===== src/rtl/tcdm_wrr_arbiter.sv =====
// Weighted round-robin arbiter sharing one TCDM slave port among NumReq masters.
// The owner may keep the port for weight+1 consecutive handshakes before ownership rotates.
module tcdm_wrr_arbiter #(
  parameter int unsigned NumReq      = 8,
  parameter int unsigned DataWidth   = 32,
  parameter int unsigned WeightWidth = 4,
  localparam int unsigned IdxW       = $clog2(NumReq)
) (
  input  logic                          clk_i,
  input  logic                          rst_ni,
  input  logic                          cfg_we_i,
  input  logic [IdxW-1:0]               cfg_idx_i,
  input  logic [WeightWidth-1:0]        cfg_weight_i,
  input  logic [NumReq-1:0]             req_i,
  output logic [NumReq-1:0]             gnt_o,
  input  logic [NumReq*DataWidth-1:0]   data_i,
  input  logic                          gnt_i,
  output logic                          req_o,
  output logic [DataWidth-1:0]          data_o,
  output logic [IdxW-1:0]               idx_o
);

  logic [IdxW-1:0]        r_owner;
  logic [WeightWidth-1:0] r_credit;
  logic [WeightWidth-1:0] r_weight [NumReq];

  logic [IdxW-1:0]        w_sel;
  logic [IdxW-1:0]        w_next;
  logic                   w_found;
  logic                   w_any;
  logic                   w_hs;
  logic [WeightWidth-1:0] w_eff;

  // Modular increment that also wraps correctly for non-power-of-two NumReq.
  function automatic logic [IdxW-1:0] wrap_add(input logic [IdxW-1:0] base,
                                               input int unsigned k);
    int unsigned s;
    s = 32'(base) + k;
    if (s >= NumReq) s = s - NumReq;
    return IdxW'(s);
  endfunction

  // Owner keeps priority while requesting; otherwise search cyclically after it.
  always_comb begin
    w_sel   = r_owner;
    w_found = req_i[r_owner];
    for (int unsigned k = 1; k < NumReq; k++) begin
      if (!w_found && req_i[wrap_add(r_owner, k)]) begin
        w_sel   = wrap_add(r_owner, k);
        w_found = 1'b1;
      end
    end
  end

  assign w_any  = |req_i;
  assign w_hs   = w_any & gnt_i;
  assign w_next = wrap_add(w_sel, 1);
  assign w_eff  = (w_sel == r_owner) ? r_credit : r_weight[w_sel];

  always_comb begin
    req_o  = w_any;
    data_o = '0;
    idx_o  = '0;
    gnt_o  = '0;
    if (w_any) begin
      idx_o = w_sel;
      for (int unsigned i = 0; i < NumReq; i++) begin
        if (w_sel == IdxW'(i)) begin
          data_o   = data_i[i*DataWidth +: DataWidth];
          gnt_o[i] = gnt_i;
        end
      end
    end
  end

  always_ff @(posedge clk_i or negedge rst_ni) begin
    if (!rst_ni) begin
      r_owner  <= '0;
      r_credit <= '0;
      for (int unsigned i = 0; i < NumReq; i++) begin
        r_weight[i] <= '0;
      end
    end else begin
      if (w_hs) begin
        if (w_eff == '0) begin
          // Turn exhausted: hand over, preloading the pre-write weight of the successor.
          r_owner  <= w_next;
          r_credit <= r_weight[w_next];
        end else begin
          r_owner  <= w_sel;
          r_credit <= w_eff - WeightWidth'(1);
        end
      end
      for (int unsigned i = 0; i < NumReq; i++) begin
        if (cfg_we_i && (cfg_idx_i == IdxW'(i))) begin
          r_weight[i] <= cfg_weight_i;
        end
      end
    end
  end

endmodule


===== config.mk =====
export PLATFORM = sky130hd
export DESIGN_NAME = tcdm_wrr_arbiter
export DESIGN_NICKNAME = d
export VERILOG_FILES = /design/src/rtl/tcdm_wrr_arbiter.sv
export SDC_FILE = /design/constraint.sdc
export NUM_CORES = 1
export LEC_CHECK = 0
export ABC_AREA = 1
export CAP_MARGIN = 10
export CORE_ASPECT_RATIO = 1.5
export CORE_MARGIN = 2
export CORE_UTILIZATION = 40
export DETAILED_ROUTE_END_ITERATION = 10
export PLACE_DENSITY_LB_ADDON = 0.05
export SKIP_CTS_REPAIR_TIMING = 1
export SLEW_MARGIN = 20
export SYNTH_ARGS = -nofsm -noshare
export SYNTH_HDL_FRONTEND = slang
export SYNTH_SLANG_ARGS = --single-unit

===== constraint.sdc =====
create_clock -name clk_i -period 5.79 [get_ports clk_i]
set_input_delay 1.158 -clock clk_i [delete_from_list [all_inputs] [get_ports clk_i]]
set_output_delay 1.158 -clock clk_i [all_outputs]
set_load 0.02 [all_outputs]

Word-level counts from Yosys, hierarchy flattened
Index checks and enable logic that the tools add are counted.
Widths: inputs -> output; s select.
{"block": "op_classes", "add_sub_neg": 17, "n_lt_le_gt_ge": 18, "n_eq_ne": 15, "muxes": 65, "bitwise_logic": 3, "n_reduce_logical": 26}
{"cell": "$mux 32", "count": 9}
{"cell": "$mux 3", "count": 17}
{"cell": "$ge 4x4->1 const B", "count": 10}
{"cell": "$lt 3x4->1 const B", "count": 8}
{"cell": "$bmux 1 s3", "count": 8}
{"cell": "$bmux 4 s3", "count": 2}
{"cell": "$eq 3x3->1 const B", "count": 8}
{"cell": "$mux 4", "count": 6}
{"cell": "$sub 3x1->3 const B", "count": 8}
{"cell": "$mux 1", "count": 22}
{"cell": "$add 3x3->4 const B", "count": 4}
{"cell": "$logic_and 1x1->1", "count": 15}
{"cell": "$eq 3x2->1 const B", "count": 4}
{"cell": "$add 3x1->4 const B", "count": 2}
{"cell": "$add 3x2->4 const B", "count": 2}
{"cell": "$mux 8", "count": 1}
{"cell": "$not 3->4", "count": 2}
{"cell": "$reduce_or 8->1", "count": 1}
{"cell": "$logic_not 1->1", "count": 7}
{"cell": "$eq 3x1->1 const B", "count": 2}
{"cell": "$logic_not 3->1", "count": 2}
{"cell": "$logic_not 4->1", "count": 1}
{"cell": "$sub 4x1->4 const B", "count": 1}
{"cell": "$eq 3x3->1", "count": 1}
{"cell": "$and 1x1->1", "count": 1}
{"block": "totals", "reg_bits": 39, "in_bits": 275, "elab_cells": 154}

Depth between registers and ports, before layout
Gate-level depths: netlist of run 1.
{"block": "logic_depth", "ltp_word": 35, "depth_mapped": 32}

Worst setup path before layout of run 1
OpenSTA, ideal clock, no wires.
{"block": "synth_path", "path_type": "input to output", "start": "input port req_i[7]", "end": "output port data_o[22]", "arrival_time_ns": 4.284, "required_time_ns": 4.632, "setup_slack_ns": 0.348, "cell_stages": 28, "path_buffers": 5, "path_cell_list": "nand2_1 nand3_1 nand2_1 nand2_1 nand2_2 nand3_2 nor2_4 nand3_1 nand2_1 nand2_1 nand2_2 nand2_4 buf_6 buf_6 buf_6 ha_1 ha_1 clkbuf_1 inv_1 buf_1 nand2_1 inv_1 nand2_1 nand2_1 nand2_1 nand2_1 nand2_1 a21oi_1"}
{"block": "synth_between", "elab_chain_len": 33, "elab_cells_between_ends": 61, "cone_classes": "eq/ne: 7; mux: 38; reduce/logical: 16"}
{"item": "start: declaration", "line": "14", "text": "input logic [NumReq-1:0] req_i,"}
{"item": "$bmux 1 s3", "line": "46", "text": "w_found = req_i[r_owner];"}
{"item": "$mux 1 (implied by the code)", "line": "46"}
{"item": "$logic_not 1->1", "line": "48", "text": "if (!w_found && req_i[wrap_add(r_owner, k)]) begin"}
{"item": "$logic_and 1x1->1", "line": "48"}
{"item": "$mux 1", "line": "48"}
{"item": "$logic_not 1->1", "line": "48"}
{"item": "$logic_and 1x1->1", "line": "48"}
{"item": "$mux 1", "line": "48"}
{"item": "[10 not listed]"}
{"item": "$logic_and 1x1->1", "line": "48"}
{"item": "$mux 1", "line": "48"}
{"item": "$logic_not 1->1", "line": "48"}
{"item": "$logic_and 1x1->1", "line": "48"}
{"item": "$mux 3", "line": "48"}
{"item": "$logic_not 3->1", "line": "68", "text": "if (w_sel == IdxW'(i)) begin"}
{"item": "$mux 32 (8 in series)", "line": "68"}
{"item": "$mux 32 *", "line": "65", "text": "if (w_any) begin"}
{"item": "end: declaration", "line": "19", "text": "output logic [DataWidth-1:0] data_o,"}
Every way passes the cells marked *; elsewhere a longest branch is shown, timed or not. The select of a mux whose other input is x is not followed.

Final worst setup path of run 1
{"block": "layout_path", "start": "input port req_i[7]", "end": "output port data_o[21]"}
The elaborated chain is that of the path after synthesis.

==> out/qor.yml, run 1 <==
synth_edf_count: 0
track_usage_pct: 33.3
syn-num-nets: 1702
die_h_um: 166
synth_warnings: 0
drive_gt1_share_pct: 10.4
slew_violations: 0
ys_ff_latch: 39
dieArea_sq_um: 18500
antenna_found_initial: 3
root_buffer: "clkbuf_16"
finalHoldViolations: 0
tightestPinTransition_ns: 1.01
yosys-top-cells-count: "595 x nand2_1, 246 x inv_1, 170 x nand3_1, 117 x o21ai_0, 62 x nor2_1"
dp_hpwl_mm: 25.7
wl_per_cell_um: 16.4
synth_top_cell_area_share_pct: 32.0
fin_setup_tns_ns: 0
utilization_pct: 65.0
cts_buffers: 5
yosysMostFrequentCell: "nand2_1"
seq_area_frac_synth_pct: 14.0
rsz0062_at_grt: "no"
slowest_stage: "nor2_4"
worstSetupPathType: "input port to output pin"
grtUsageMet3_pct: 3.47
nFillCells: 1722
path_max_fanout: 18
synthFlopType: "dfrtp_1"
clockBufferDepth: 2
overflow: 0
synth_largest_area_cell: "nand2_1"
crit_required_ns: 4.63
fin_nets: 2045
syn_inst: 1418
ios: 319
start_util_pct: 40.6
cap_violations: 0
ys_async_sr_fraction_pct: 100
cpPeakStageDelay_ns: 0.17
crit_top_cell: "nand2_1"
area_growth_pct: 60.3
drtIter0Drc: 779
fp-row-count: 59
routed_wl_mm: 32.4
fin_skew_ns: 0.00540
cts_tree: "done"
ant_nets: 0
via_count: 9960
r2r_start: "r_owner[1]"
cts_max_level: 2
clkLatencyLatePin_ns: 0.29
finalCritPeriodShare_pct: 92.1
syn_avg_cell_area_sq_um: 4.92
grt_pass1_vias: 9280
route.detailed.drc: 0
r2r_end: "r_owner[0]"
vias_per_cell: 5.04
io_buffers: 318
grt_pass1_wl_mm: 49.8
period_needed_ns: 5.33
r2r_cells: 27
ys_top_cells_by_area: "nand2_1 32%, dfrtp_1 14%, inv_1 13%"
crit_end: "data_o[21]"
post_dp_cell_area_sq_um: 10900
core_area_sq_um: 17200
cp-end-kind: "output pin"
ys_types: 34
hold_path.class: "flop to flop"
crit_start: "req_i[7]"
grt_max_degree: 40
max_slew_margin_pct: 31.8
status: "finished, final reports clean"
fp.dieW_um: 112
max_freq_ghz: 0.187
grt_busiest_layer: "met2"
clkTransAtPathRegs_ns: 0.06
cp-start-kind: "input port"
setup_violations: 0
gp_congestion: 0.975
syn_area_sq_um: 6980
grtUsageMet1_pct: 38.8
grtUsageMet2_pct: 63.7
cts_num_sinks: 39
drt_first_pass_iters: 6
critical_path_arrival_ns: 4.18
r2r_slack_ns: 1.70
finalInstanceArea_sq_um: 11200
[registers in the layout (all words and copies together) (netlist names)]
register  count
r_credit      4
r_owner       3
r_weight     32
[cells in the final DEF (no fill, tap or decap), drive strengths merged]
cell             n
nand3b           2
ha               9
o21bai           1
buf            102
nand4            7
or4              2
nand3          174
a22oi            1
dlymetal6s2s    19
dfrtp           39
o22ai            1
o21ai          123
o211ai           3
diode            3
nand2          614
clkdlybuf4s50  277
a21oi           39
nor3             3
xnor2            2
clkbuf          17
inv            255
nor2            69
clkinvlp         2
xor2             1
[critical path, delay by kind of cell]
family                 cells  cell delay (ns)
AND/OR/NAND/NOR           18             1.79
AO/OA/AOI/OAI              1             0.13
buffers and inverters      8             1.06
[cell families (layout without fill, tap and decap cells)]
kind of cell,count (synthesis),in the layout,synth area share [%]
compound gates,168,168,12.3
simple gates,871,871,52.3
buf+inv,328,672,19.2
fa+ha+maj,9,9,1.61
xor+xnor,3,3,0.592
flops,39,39,14.0
other cells,0,3,0
[how the worst min path moves through the flow]
stage	endpoint	cells past startpoint	slack (ns)	start
6_report	r_credit[1]	2	0.48	r_credit[1]
5_1_grt	r_credit[0]	2	0.51	r_credit[0]
4_1_cts	r_credit[1]	2	0.48	r_credit[1]
3_5_place_dp	r_credit[1]	2	0.46	r_credit[1]
3_3_place_gp	r_credit[1]	2	0.46	r_credit[1]
2_1_floorplan	r_credit[0]	2	0.44	r_credit[0]
[area by class of cell]
type	count	area (sq um)	area share, %
multi-input cells	1051	4730	42.3
repair buffers	410	4090	36.6
flip-flops and latches	39	976	8.73
inverters	254	956	8.55
well taps	213	267	2.38
clock buffers	5	125	1.12
clock inverters	3	23.8	0.213
diodes	3	7.51	0.0671
[metal layers]
layer  part of all wire [%]  routed length (um)
met2                     52               17000
met3                    6.3                2020
met5                      0                   0
met1                     38               12400
met4                    3.2                1030
[per-stage QoR]
step           std cells  hold WS [ns]  worst slack [ns]
2_1_floorplan       1418         0.440             0.348
3_3_place_gp        1963         0.456            -0.229
3_5_place_dp        1963         0.461            -0.312
4_1_cts             1971         0.478            -0.332
5_1_grt             1978         0.505             0.163
6_report            1978         0.476             0.456
Power of run 1 is not shown: default switching activity piles up to over one toggle a cycle in this logic, so the estimate is an artifact.
==> run 2: changes to the inputs <==
--- a/config.mk
+++ b/config.mk
@@ -7,11 +7,11 @@
 export LEC_CHECK = 0
 export ABC_AREA = 1
 export CAP_MARGIN = 10
-export CORE_ASPECT_RATIO = 1.5
 export CORE_MARGIN = 2
 export CORE_UTILIZATION = 40
 export DETAILED_ROUTE_END_ITERATION = 10
 export PLACE_DENSITY_LB_ADDON = 0.05
+export RECOVER_POWER = 100
 export SKIP_CTS_REPAIR_TIMING = 1
 export SLEW_MARGIN = 20
 export SYNTH_ARGS = -nofsm -noshare
==> run 2 against run 1 <==
  * Design area decreased by 2.5%
  * First-iteration DRC count down 0.13%
  * Critical path depth increased by 1
  * Clock skew shrank 0.00079 ns
  * Flip-flop and latch count unchanged
  * Worst setup slack got worse by 0.13 ns
  * Global-route usage decreased by 2.9 points
  * Non-clock buffer count down 26
  * The run now ends with capacitance limit, slew limit left
  * Core utilization decreased by 1.5 points
  * Via count shrank 3.6%
  * Count of clock-buffer cells in the layout unchanged
  * Wire length decreased by 5.6%
==> out/qor.yml, run 2 (synthesis results as in run 1) <==
drt_first_pass_iters: 6  # unchanged
grt_max_degree: 40  # unchanged
hold_path.class: "flop to flop"
cts_buffers: 5  # unchanged
top_regs: "r_weight (32), r_credit (4), r_owner (3)"
clockBufferDepth: 2  # unchanged
dieArea_sq_um: 18500  # -0.12%
overflow: 0  # unchanged
cts_tree: "done"
start_util_pct: 40.6  # +0.056 points
worstSetupPathType: "flop to output pin"
via_count: 9597  # -3.6%
fp-row-count: 48  # -19%
finalHoldViolations: 0  # unchanged
finalInstanceArea_sq_um: 10900  # -2.5%
crit_start: "r_owner[1]"
cp-end-kind: "output pin"
finalCritPeriodShare_pct: 94.4  # +2.3 points
utilization_pct: 63.5  # -1.5 points
clkTransAtPathRegs_ns: 0.06  # about the same
layout.cells.most_common_list: "589 x nand2_1, 262 x clkdlybuf4s50_1, 244 x inv_1"
wl_met1_mm: 12.6  # +1.8%
setup_violations: 0  # unchanged
drtIter0Drc: 778  # -0.13%
routed_wl_mm: 30.5  # -5.6%
period_needed_ns: 5.47  # +0.133 ns
cp-start-kind: "flop"
path_max_fanout: 9  # -9
hold_path.startpoint: "r_credit[0]"
nFillCells: 1769  # +2.7%
violations: "capacitance limit, slew limit"
status: "finished, violations left"
cap_violations: 1  # +1
io_buffers: 318  # unchanged
critical_path_arrival_ns: 4.31  # +0.13 ns
area_growth_pct: 56.3
top_layer: "met5"
regMostFlops: "r_weight"
final_common_cell: "nand2_1"
slowest_stage: "dfrtp_1"
cts_num_sinks: 39  # unchanged
max_slew_margin_pct: -43.4  # -75 points
cts_max_level: 2  # unchanged
crit_required_ns: 4.63  # about the same
r2r_start: "r_owner[1]"
placed_cells: 1943  # -1.0%
fin_cells: 1963  # -0.76%
tightestPinTransition_ns: 2.15  # +1.14 ns
route.detailed.drc: 0  # unchanged
largest_register_ffs: 32  # unchanged
ios: 319  # unchanged
crit_top_cell: "nand2_1"
ant_nets: 0  # unchanged
vias_per_cell: 4.89  # -2.9%
wl_met2_mm: 14.4  # -15%
wl_met3_mm: 2.88  # +42%
wl_per_cell_um: 15.6  # -4.9%
fin_skew_ns: 0.00460  # -0.000795 ns
rsz0062_at_grt: "no"
drive_gt1_share_pct: 9.45  # -0.93 points
fin_nets: 2019  # -1.3%
cpPeakStageDelay_ns: 0.38  # +0.21 ns
dp_hpwl_mm: 23.2  # -9.5%
gp_congestion: 0.936  # -4.0%
grt_pass1_vias: 8413  # -9.3%
antenna_found_initial: 5  # +2
track_usage_pct: 30.4  # -2.9 points
max_freq_ghz: 0.183  # -2.4%
core_area_sq_um: 17200  # -0.14%
root_buffer: "clkbuf_16"
fin_setup_tns_ns: 0  # unchanged
post_dp_cell_area_sq_um: 10600  # -2.7%
die_h_um: 136  # -18%
fp.dieW_um: 136  # +22%
grt_pass1_wl_mm: 44.8  # -10%
slew_violations: 40  # +40
clkLatencyLatePin_ns: 0.28  # about the same
run 2: area by class of cell:
cell class              count  area (sq um)  area share [%]
repair buffers            384          3780            34.7
diodes                      3          7.51          0.0689
clock inverters             2          37.5           0.344
well taps                 225           282            2.58
inverters                 254           956            8.77
multi-input cells        1051          4740            43.5
clock buffers               5           125            1.15
flip-flops and latches     39           976            8.95
run 2: per-stage QoR:
| stage | setup slack, ns | hold WS, ns |
|---|---|---|
| 2_1_floorplan | 0.348 | 0.440 |
| 3_3_place_gp | -0.222 | 0.459 |
| 4_1_cts | -0.266 | 0.482 |
| 3_5_place_dp | -0.256 | 0.467 |
| 6_report | 0.323 | 0.480 |
| 5_1_grt | 0.0236 | 0.494 |
run 2: critical path: cells and delay by family, from the launching register on:
| family | cells | cell delay (ns) |
|---|---|---|
| compound gates | 1 | 0.14 |
| fa+ha+maj | 2 | 0.53 |
| buf+inv | 6 | 1.03 |
| simple gates | 19 | 1.92 |
| flops | 1 | 0.38 |
run 2: path summary, 6_finish.rpt:
kind / endpoint / slack [ns] / cells past startpoint
min in group asynchronous: r_weight[23] / 1.50 / 1
max in group asynchronous: r_weight[13] / 3.06 / 1
setup reg to reg: r_owner[0] / 1.22 / 28
hold reg to reg: r_credit[0] / 0.48 / 2
setup / recovery: data_o[20] / 0.32 / 28
hold / removal: r_credit[0] / 0.48 / 2
run 2: layer usage:
metal	up-vias	GRT usage (%)
li1	4953	-
met2	399	50.8
met4	6	7.41
met1	4187	40.3
met5	-	0
met3	52	5.74
Power of run 2 is left out for the same reason.
==> run 3: changes to the inputs <==
--- a/config.mk
+++ b/config.mk
@@ -8,7 +8,7 @@
 export ABC_AREA = 1
 export CAP_MARGIN = 10
 export CORE_MARGIN = 2
-export CORE_UTILIZATION = 40
+export CORE_UTILIZATION = 39
 export DETAILED_ROUTE_END_ITERATION = 10
 export PLACE_DENSITY_LB_ADDON = 0.05
 export RECOVER_POWER = 100
==> constraint.sdc (replaced) <==
create_clock -name clk_i -period 4.8 [get_ports clk_i]
set_input_delay 0.96 -clock clk_i [delete_from_list [all_inputs] [get_ports clk_i]]
set_output_delay 0.96 -clock clk_i [all_outputs]
set_load 0.02 [all_outputs]
==> run 3 against run 2 <==
  * Count of clock-buffer cells in the layout did not move
  * Die area rose by 2.5%
  * First-iteration DRC count is 19% lower
  * Critical endpoint is now data_o[22]
  * Largest cell class unchanged
  * Wire length up 9.1%
  * Sequential share of layout area decreased by 1.2 points
  * The run still ends with capacitance limit, slew limit left
  * Worst setup slack worse by 0.29 ns
  * Non-clock buffer count increased by 63
  * Core utilization is 9.0 points higher
  * Worst hold slack barely moved
  * Design area up 16%
  * Via count grew 5.6%
  * Critical path depth fell by 1
==> out/qor.yml, run 3 (synthesis results as in run 1) <==
r2r_slack_ns: 0.89  # -0.33 ns
clockBufferDepth: 2  # unchanged
fin_nets: 2082  # +3.1%
cp-start-kind: "input port"
ios: 319  # unchanged
route.detailed.drc: 0  # unchanged
layout.cells.most_common_list: "499 x nand2_1, 270 x clkdlybuf4s50_1, 240 x inv_1"
clkLatencyLatePin_ns: 0.29  # about the same
dieArea_sq_um: 19000  # +2.5%
grtUsageMet2_pct: 53.8  # +3.0 points
post_dp_cell_area_sq_um: 11300  # +6.4%
dp_hpwl_mm: 24.5  # +5.3%
antenna_cells: 0  # -3
hold_path.startpoint: "r_weight[7]"
antenna_found_initial: 2  # -3
cts_max_level: 2  # unchanged
die_h_um: 138  # +1.2%
path_max_fanout: 8  # -1
rsz0062_at_grt: "yes"
finalHoldViolations: 0  # unchanged
grtUsageMet1_pct: 38.6  # -1.7 points
r2r_end: "r_owner[0]"
clkTransAtPathRegs_ns: 0.06  # about the same
nFillCells: 1510  # -15%
cap_violations: 1  # unchanged
grtUsageMet3_pct: 4.64  # -1.1 points
worstSetupPathType: "input port to output pin"
cpPeakStageDelay_ns: 0.25  # -0.13 ns
via_count: 10100  # +5.6%
crit_required_ns: 3.84  # -0.79 ns
violations: "capacitance limit, slew limit"
start_util_pct: 40.1  # -0.56 points
crit_top_cell: "nand2_2"
min_to: "r_weight[7]"
gp_congestion: 0.909  # -2.9%
root_buffer: "clkbuf_16"
tightestPinTransition_ns: 2.13  # -0.0242 ns
fp.dieW_um: 138  # +1.2%
slew_violations: 40  # unchanged
cts_num_sinks: 39  # unchanged
drive_gt1_share_pct: 21.7  # +12 points
core_area_sq_um: 17400  # +1.4%
overflow: 0  # unchanged
wl_per_cell_um: 16.5  # +5.8%
routed_wl_mm: 33.3  # +9.1%
hold_path.class: "flop to flop"
period_needed_ns: 4.76
track_usage_pct: 30.6  # +0.20 points
drt_first_pass_iters: 5  # -1
io_buffers: 318  # unchanged
area_growth_pct: 81.0
fin_skew_ns: 0.00473  # +0.000134 ns
critical_path_arrival_ns: 3.80  # -0.51 ns
fp-row-count: 48  # unchanged
grt_max_degree: 46  # +15%
finalInstanceArea_sq_um: 12600  # +16%
max_slew_margin_pct: -41.8  # +1.6 points
whs_path_depth: 2  # unchanged
top_regs: "r_weight (32), r_credit (4), r_owner (3)"
grt_pass1_vias: 8753  # +4.0%
finalCritPeriodShare_pct: 99.2
status: "finished, violations left"
ant_nets: 0  # unchanged
grt_busiest_layer: "met2"
max_freq_ghz: 0.210
regMostFlops: "r_weight"
drtIter0Drc: 632  # -19%
vias_per_cell: 5.01  # +2.4%
r2r_cells: 30  # +7.1%
setup_violations: 0  # unchanged
r2r_start: "r_owner[0]"
cp-end-kind: "output pin"
cts_tree: "done"
slowest_stage: "nor2_4"
largest_register_ffs: 32  # unchanged
cts_buffers: 5  # unchanged
final_common_cell: "nand2_1"
grt_pass1_wl_mm: 45.7  # +1.9%
[run 3: critical path, delay by kind of cell]
| family | cells | cell delay (ns) |
|---|---|---|
| fa+ha+maj | 1 | 0.16 |
| compound gates | 1 | 0.13 |
| buf+inv | 5 | 0.62 |
| simple gates | 20 | 1.91 |
[run 3: final cells by class]
cell class	instances	area [sq um]	share of cell area [%]
multi-input combinational	1051	5650	44.8
timing repair buffer	447	4550	36.0
sequential	39	976	7.73
inverter	254	973	7.71
tap	225	282	2.23
clock buffer	5	125	0.991
clock inverter	3	67.6	0.535
[run 3: worst max path at each step]
| stage | startpoint | end | slack (ns) |
|---|---|---|---|
| after detailed placement | req_i[3] | data_o[2] | -0.86 |
| after floorplan | req_i[7] | data_o[22] | -0.01 |
| after global routing | req_i[2] | data_o[16] | -0.19 |
| after CTS | req_i[3] | data_o[2] | -0.86 |
| final | req_i[0] | data_o[22] | 0.04 |
| after global placement | req_i[3] | data_o[1] | -0.71 |
[run 3: per-stage QoR]
step	util, %	std cells	setup TNS [ns]	hold slack [ns]	setup WS, ns
CTS	66.0	1995	-25.83	0.485	-0.860
floorplan	-	1418	-0.0117	0.440	-0.0117
global placement	64.9	1987	-21.51	0.463	-0.714
finish	72.5	2024	0	0.480	0.0375
detailed placement	64.9	1987	-25.62	0.469	-0.858
global route	72.5	2024	-4.27	0.498	-0.193
[run 3: per-layer routing]
metal | share of wire [%] | up-vias
met3 | 7.4 | 74
met1 | 40 | 4571
li1 | - | 5089
met4 | 3.3 | 4
met2 | 50 | 397
met5 | 0.054 | -
Power of run 3 is left out for the same reason.
